$ cat config.mk
export PLATFORM = sky130hd
export DESIGN_NAME = fetch_sequencer_flat
export DESIGN_NICKNAME = d
export VERILOG_FILES = /design/src/rtl/fetch_sequencer_if.sv /design/src/rtl/fetch_sequencer.sv /design/src/flat_wrapper.sv
export SDC_FILE = /design/constraint.sdc
export NUM_CORES = 1
export LEC_CHECK = 0
export ABC_AREA = 1
export ABC_CLOCK_PERIOD_IN_PS = 7300
export BUFFER_PORTS_ARGS = -buffer_cell sky130_fd_sc_hd__buf_2
export CAP_MARGIN = 25
export CORE_MARGIN = 2
export CORE_UTILIZATION = 55
export DETAILED_ROUTE_END_ITERATION = 8
export PLACE_DENSITY = 0.77
export SYNTH_ARGS = -nofsm -noshare
export SYNTH_HDL_FRONTEND = slang
export SYNTH_SLANG_ARGS = --single-unit
$ cat constraint.sdc
create_clock -name clk -period 7.3 [get_ports clk]
set_clock_uncertainty 0.2 [all_clocks]
set_input_delay 1.095 -clock clk [delete_from_list [all_inputs] [get_ports clk]]
set_output_delay 1.095 -clock clk [all_outputs]
set_load 0.02 [all_outputs]
$ cat src/rtl/fetch_sequencer_if.sv
// Instruction-memory request/response bus between the fetch sequencer and imem.
// Handshake: imem_req is a level held (with imem_addr stable) until imem_done; imem_done may arrive in the first req cycle.
interface fetch_sequencer_if;
  logic        imem_req;
  logic [15:0] imem_addr;
  logic        imem_done;
  logic [15:0] imem_data;

  modport master (output imem_req, output imem_addr, input imem_done, input imem_data);
  modport slave  (input imem_req, input imem_addr, output imem_done, output imem_data);
endinterface

$ cat src/rtl/fetch_sequencer.sv
// Fetch sequencer: owns the PC, issues imem fetches, holds a one-entry skid buffer and the IF/ID register,
// and applies redirects (siic > rti > redir_valid), drains squashed accesses and stops on halt.
module fetch_sequencer #(
  parameter logic [15:0] RESET_PC   = 16'h0000,
  parameter logic [15:0] EXC_VECTOR = 16'h0002
) (
  input  logic                     clk,
  input  logic                     rst,
  input  logic                     stall,
  input  logic                     redir_valid,
  input  logic [15:0]              redir_pc,
  input  logic                     siic,
  input  logic [15:0]              siic_epc,
  input  logic                     rti,
  input  logic                     halt,
  fetch_sequencer_if.master        imem,
  output logic                     fetch_valid,
  output logic [15:0]              instr,
  output logic [15:0]              instr_pc,
  output logic [15:0]              instr_pc_inc,
  output logic                     flush,
  output logic [15:0]              epc,
  output logic                     halted,
  output logic [1:0]               dbg_state
);

  typedef enum logic [1:0] {
    ST_FETCH = 2'd0,
    ST_DRAIN = 2'd1,
    ST_HALT  = 2'd2
  } state_t;

  state_t      state_q, state_d;
  logic [15:0] pc_q, pc_d;
  logic [15:0] addr_q, addr_d;
  logic        busy_q, busy_d;
  logic        drop_q, drop_d;
  logic        halt_pend_q, halt_pend_d;
  logic [15:0] epc_q, epc_d;
  logic        buf_valid_q, buf_valid_d;
  logic [15:0] buf_data_q, buf_data_d;
  logic [15:0] buf_pc_q, buf_pc_d;
  logic        fetch_valid_q, fetch_valid_d;
  logic [15:0] instr_q, instr_d;
  logic [15:0] instr_pc_q, instr_pc_d;

  logic        req;
  logic        redirect;
  logic [15:0] target;
  logic        in_flight;
  logic        complete;

  always_comb begin
    state_d       = state_q;
    pc_d          = pc_q;
    busy_d        = busy_q;
    halt_pend_d   = halt_pend_q;
    epc_d         = epc_q;
    buf_valid_d   = buf_valid_q;
    buf_data_d    = buf_data_q;
    buf_pc_d      = buf_pc_q;
    fetch_valid_d = fetch_valid_q;
    instr_d       = instr_q;
    instr_pc_d    = instr_pc_q;
    req           = 1'b0;
    redirect      = 1'b0;
    target        = pc_q;

    case (state_q)
      ST_FETCH: req = busy_q | (~buf_valid_q & ~halt_pend_q);
      ST_DRAIN: req = 1'b1;
      default:  req = 1'b0;
    endcase

    // Redirects are ignored once halted; only reset leaves HALT.
    if (state_q != ST_HALT) begin
      if (siic) begin
        redirect = 1'b1;
        target   = EXC_VECTOR;
        epc_d    = siic_epc;
      end else if (rti) begin
        redirect = 1'b1;
        target   = epc_q;
      end else if (redir_valid) begin
        redirect = 1'b1;
        target   = redir_pc;
      end
    end

    // A request presented without done counts as outstanding, even in its first cycle.
    in_flight = req & ~imem.imem_done;
    complete  = ~drop_q & req & imem.imem_done & ~redirect;
    busy_d    = in_flight;

    case (state_q)
      ST_FETCH: begin
        if (redirect) begin
          pc_d        = target;
          halt_pend_d = 1'b0;
          if (in_flight) state_d = ST_DRAIN;
        end else begin
          if (complete) begin
            pc_d = pc_q + 16'd2;
            if (halt_pend_q) begin
              state_d     = ST_HALT;
              halt_pend_d = 1'b0;
            end
          end
          if (halt) begin
            if (in_flight) halt_pend_d = 1'b1;
            else           state_d     = ST_HALT;
          end
        end
      end
      ST_DRAIN: begin
        if (redirect) begin
          pc_d        = target;
          halt_pend_d = 1'b0;
        end else if (halt) begin
          halt_pend_d = 1'b1;
        end
        if (imem.imem_done) begin
          state_d     = halt_pend_d ? ST_HALT : ST_FETCH;
          halt_pend_d = 1'b0;
        end
      end
      default: ;
    endcase

    if (redirect) begin
      fetch_valid_d = 1'b0;
      buf_valid_d   = 1'b0;
    end else if (state_q != ST_HALT) begin
      if (stall) begin
        if (complete) begin
          buf_valid_d = 1'b1;
          buf_data_d  = imem.imem_data;
          buf_pc_d    = addr_q;
        end
      end else if (buf_valid_q) begin
        fetch_valid_d = 1'b1;
        instr_d       = buf_data_q;
        instr_pc_d    = buf_pc_q;
        buf_valid_d   = 1'b0;
      end else if (complete) begin
        fetch_valid_d = 1'b1;
        instr_d       = imem.imem_data;
        instr_pc_d    = addr_q;
      end else begin
        fetch_valid_d = 1'b0;
      end
    end

    drop_d = (state_d == ST_DRAIN);
    // Fetch address tracks the next PC whenever no access is outstanding, so a new access starts at pc.
    addr_d = in_flight ? addr_q : pc_d;
  end

  always_ff @(posedge clk or posedge rst) begin
    if (rst) begin
      state_q       <= ST_FETCH;
      pc_q          <= RESET_PC;
      addr_q        <= RESET_PC;
      busy_q        <= 1'b0;
      drop_q        <= 1'b0;
      halt_pend_q   <= 1'b0;
      epc_q         <= 16'h0000;
      buf_valid_q   <= 1'b0;
      buf_data_q    <= 16'h0000;
      buf_pc_q      <= 16'h0000;
      fetch_valid_q <= 1'b0;
      instr_q       <= 16'h0000;
      instr_pc_q    <= 16'h0000;
    end else begin
      state_q       <= state_d;
      pc_q          <= pc_d;
      addr_q        <= addr_d;
      busy_q        <= busy_d;
      drop_q        <= drop_d;
      halt_pend_q   <= halt_pend_d;
      epc_q         <= epc_d;
      buf_valid_q   <= buf_valid_d;
      buf_data_q    <= buf_data_d;
      buf_pc_q      <= buf_pc_d;
      fetch_valid_q <= fetch_valid_d;
      instr_q       <= instr_d;
      instr_pc_q    <= instr_pc_d;
    end
  end

  assign imem.imem_req  = req;
  assign imem.imem_addr = addr_q;
  assign fetch_valid    = fetch_valid_q;
  assign instr          = instr_q;
  assign instr_pc       = instr_pc_q;
  assign instr_pc_inc   = instr_pc_q + 16'd2;
  assign flush          = redirect;
  assign epc            = epc_q;
  assign halted         = (state_q == ST_HALT);
  assign dbg_state      = state_q;

endmodule
$ cat src/flat_wrapper.sv
// flat-port wrapper written by rule: the top's interface ports become plain ports
module fetch_sequencer_flat 
#(
  parameter logic [15:0] RESET_PC   = 16'h0000,
  parameter logic [15:0] EXC_VECTOR = 16'h0002
)
  (clk, rst, stall, redir_valid, redir_pc, siic, siic_epc, rti, halt, fetch_valid, instr, instr_pc, instr_pc_inc, flush, epc, halted, dbg_state, imem_imem_req, imem_imem_addr, imem_imem_done, imem_imem_data);
  fetch_sequencer_if imem_i ();
  input  logic clk;
  input  logic rst;
  input  logic stall;
  input  logic redir_valid;
  input  logic [15:0] redir_pc;
  input  logic siic;
  input  logic [15:0] siic_epc;
  input  logic rti;
  input  logic halt;
  output logic fetch_valid;
  output logic [15:0] instr;
  output logic [15:0] instr_pc;
  output logic [15:0] instr_pc_inc;
  output logic flush;
  output logic [15:0] epc;
  output logic halted;
  output logic [1:0] dbg_state;
  output wire logic [$bits(imem_i.imem_req)-1:0] imem_imem_req;
  output wire logic [$bits(imem_i.imem_addr)-1:0] imem_imem_addr;
  input wire logic [$bits(imem_i.imem_done)-1:0] imem_imem_done;
  input wire logic [$bits(imem_i.imem_data)-1:0] imem_imem_data;
  assign imem_imem_req = imem_i.imem_req;
  assign imem_imem_addr = imem_i.imem_addr;
  assign imem_i.imem_done = imem_imem_done;
  assign imem_i.imem_data = imem_imem_data;
  fetch_sequencer #(.RESET_PC(RESET_PC), .EXC_VECTOR(EXC_VECTOR)) u_core (.clk(clk), .rst(rst), .stall(stall), .redir_valid(redir_valid), .redir_pc(redir_pc), .siic(siic), .siic_epc(siic_epc), .rti(rti), .halt(halt), .imem(imem_i), .fetch_valid(fetch_valid), .instr(instr), .instr_pc(instr_pc), .instr_pc_inc(instr_pc_inc), .flush(flush), .epc(epc), .halted(halted), .dbg_state(dbg_state));
endmodule
==> metrics.txt <==
Synth area leader dfrtp_1; RePlAce Congestion 0.8769; total global routing overflow 0; Starting Density 55.98%; # diodes 0; Fill cells 936; share of layout cells above drive strength 1 25.08%; Synth async-reset ratio 100.0%; Util after Layout 67.95%; clock root buffer clkbuf_16; EDFF count, synth 0; # DRC 0; final setup fails 0; crit path to flush; worst setup margin 3.145 ns; CTS tree done; net total in the final layout 930; WL per Instance 15.54 um; worst path cell trace buf_2 > nor2_1 > nand2_1 > nand2_2 > inv_4 > buf_2; Int Pwr 1318 uW; post-synthesis sequential area ratio 46.99%; syn nets 802; outcome complete, no violations; Stages on worst setup path 6; Mapped Cells 744; kind of critical path primary input to output pin; Core Region 11320 sq um; Via density 5.448; setup TNS 0 ns; top_reg_cell synth dfrtp_1; number of global-route vias before repair 5447; Netlist Area Pre-Place 6337 sq um; antenna-violating nets left 0; H-tree depth 4; Pwr Total 1760 uW; PD cells 228.7 nW/um^2; antenna violations before repair 0; Clock Power Share 51.5%; Worst Setup SP rti; crit path max-delay cell type nor2_1; Max Fclk 240.7 MHz; setup bufs post-CTS 0; pin count of the biggest net entering global routing 75; total die area 12400 sq um; first-pass GRT wire length 26.81 mm; share of the synthesized area in the top cell type 46.99%; critical path data required time 6.00 ns; Mapped Avg Cell Area 8.518 sq um; crit share post-route 56.92%; DRT iter0 DRCs 593; dpl ws 3.209 ns; buffers plus inverters on the worst setup path 3; HPWL after DPL 11.21 mm; Critical Path Max Stage Delay 0.54 ns; reg2reg end u_core.instr[4]$_DFFE_PP0P_; Num CTS Buffers 17; worst vdd ir 0.0001739 V; CTS Hold Buffers Added 0; family with the most delay on the worst path simple AND/OR/NAND/NOR gates; Rows 39; GRT Total Usage 26.76%; CTS resizes 0; Die Span X 111.3 um; minimum clock period 4.155 ns; clock tree buffer depth 2; peak fanout along the critical path 32; vias 5601; Worst-Skew Late Latency 0.42 ns; Logic pwr share 8.7%; Reg-to-Reg Start u_core.dbg_state[1]$_DFF_PP0_; Area growth, synth to finish 21.38%; CTS clk-pin slew, worst paths 0.06 ns; worst slew pin tran 0.9933 ns; CP startpoint kind primary input; Critical Path Most Common Cell buf_2; Distinct cells, synth 39; hold crit path type register to register; Max Slew Vio Count 0; Die H 111.3 um; worst-case reg-to-reg path depth 7; drt pass-1 iters 5; crit path DAT 2.86 ns; Hold Vio Cnt, Final 0; Pleak 0.003972 uW; Net Sw Power 441.6 uW; # clock sinks 119; relative slew slack 33.53%; yosys warns 0; R2R setup slack 4.29 ns; Switching Share 25.10%; RSZ-0062 raised after global routing no; count of input and output buffers 141; CP endpoint kind output pin; Flop pwr share 39.8%; # IOs 142; synth top area cells dfrtp_1, nand2_1, mux2i_1; WL final 15.98 mm; Max Cap Viol 0; Synth Register Bits 119
cell usage after synthesis (3+ instances only):
| library cell | instances |
|---|---|
| a21oi_1 | 38 |
| buf_1 | 3 |
| buf_2 | 10 |
| buf_4 | 3 |
| buf_6 | 9 |
| clkbuf_1 | 11 |
| dfrtp_1 | 119 |
| inv_1 | 54 |
| inv_2 | 4 |
| mux2_1 | 9 |
| mux2_2 | 19 |
| mux2_4 | 11 |
| mux2i_1 | 29 |
| nand2_1 | 219 |
| nand3_1 | 49 |
| nand4_1 | 6 |
| nor2_1 | 41 |
| nor3_1 | 6 |
| o211ai_1 | 6 |
| o21ai_0 | 40 |
| o21ai_1 | 24 |
| xnor2_1 | 4 |
| xor2_1 | 9 |
worst reg2reg max path, cell delays in order, from the launching register on:
cell and delay, ns:
dfrtp_1 0.70, clkinv_1 0.61, nor2_1 0.45, nor2_4 0.09, o211ai_4 0.08, buf_4 0.52
nand2_1 0.16, o21ai_0 0.12
cells by family after synthesis:
logic type | Yosys count | synth area share, %
muxes | 68 | 12.16
adders and majority gates | 2 | 0.3948
xor gates and xnor gates | 13 | 1.797
AOI/OAI and AO/OA | 115 | 9.654
DFF | 119 | 46.99
and+or+nand+nor | 330 | 21.78
buffers and inverters | 97 | 7.226
cell type report:
cell class	count	area, sq um	share of cell area [%]
inverter	61	234.0	3.042
sequential	119	2979	38.73
tap	143	178.9	2.326
multi-input combinational	528	2910	37.83
timing repair buffer	145	748.2	9.727
clock inverter	15	216.5	2.814
clock buffer	17	425.4	5.530
power groups by stage:
stage	sequential [uW]	clock, uW	combinational, uW
after floorplan	732	0	76.5
after global placement	710	0	150
after detailed placement	712	0	154
after CTS	700	918	155
after global routing	703	948	170
final	700	906	154
worst min path at each step:
stage                                        end  cells after the start                              start  slack (ns)
2_1_floorplan  u_core.buf_data_q[15]$_DFFE_PP0P_                      2  u_core.buf_data_q[15]$_DFFE_PP0P_        0.25
3_3_place_gp         u_core.instr[1]$_DFFE_PP0P_                      2        u_core.instr[1]$_DFFE_PP0P_        0.26
3_5_place_dp         u_core.instr[6]$_DFFE_PP0P_                      2        u_core.instr[6]$_DFFE_PP0P_        0.27
4_1_cts              u_core.instr[6]$_DFFE_PP0P_                      2        u_core.instr[6]$_DFFE_PP0P_        0.28
5_1_grt           u_core.buf_pc_q[9]$_DFFE_PP0P_                      1     u_core.buf_pc_q[9]$_DFFE_PP0P_        0.31
6_report             u_core.instr[6]$_DFFE_PP0P_                      2        u_core.instr[6]$_DFFE_PP0P_        0.28
flip-flops by register name (all words and copies together) (netlist names):
signal	count
u_core.instr	16
u_core.fetch_valid	1
u_core.buf_valid_q	1
u_core.dbg_state	2
u_core.imem.imem_addr	16
u_core.halt_pend_q	1
u_core.instr_pc	16
u_core.pc_q	16
u_core.busy_q	1
u_core.buf_pc_q	16
u_core.epc	16
u_core.buf_data_q	16
u_core.drop_q	1
layer usage:
| metal | vias up | share of wire [%] | GRT usage (%) |
|---|---|---|---|
| met2 | 232 | 45 | 41.91 |
| met3 | 35 | 6.9 | 6.151 |
| met4 | 0 | 2.3 | 10.78 |
| li1 | 2709 | - | - |
| met1 | 2625 | 46 | 36.47 |
| met5 | - | 0 | 0 |
through the flow:
step | cells | hold slack (ns) | instance area [sq um]
2_1_floorplan | 744 | 0.2533 | 6337
3_3_place_gp | 994 | 0.2619 | 7023
3_5_place_dp | 995 | 0.2672 | 7030
4_1_cts | 1027 | 0.2820 | 7672
5_1_grt | 1028 | 0.3127 | 7692
6_report | 1028 | 0.2776 | 7692
placed cells by master, fill, tap and decap left out, types with 4 or more instances in the layout:
| master | count |
|---|---|
| o21ai_0 | 40 |
| nor3_1 | 6 |
| a21oi_1 | 38 |
| o21ai_1 | 24 |
| buf_2 | 141 |
| inv_6 | 4 |
| inv_1 | 53 |
| inv_2 | 4 |
| nand3_1 | 49 |
| mux2i_1 | 29 |
| xnor2_1 | 4 |
| mux2_4 | 11 |
| clkbuf_16 | 17 |
| xor2_1 | 9 |
| dfrtp_1 | 118 |
| bufinv_16 | 4 |
| mux2_1 | 9 |
| nand4_1 | 6 |
| mux2_2 | 19 |
| nor2_1 | 41 |
| nand2_1 | 219 |
| o211ai_1 | 6 |
(Power assumes the default switching activity.)
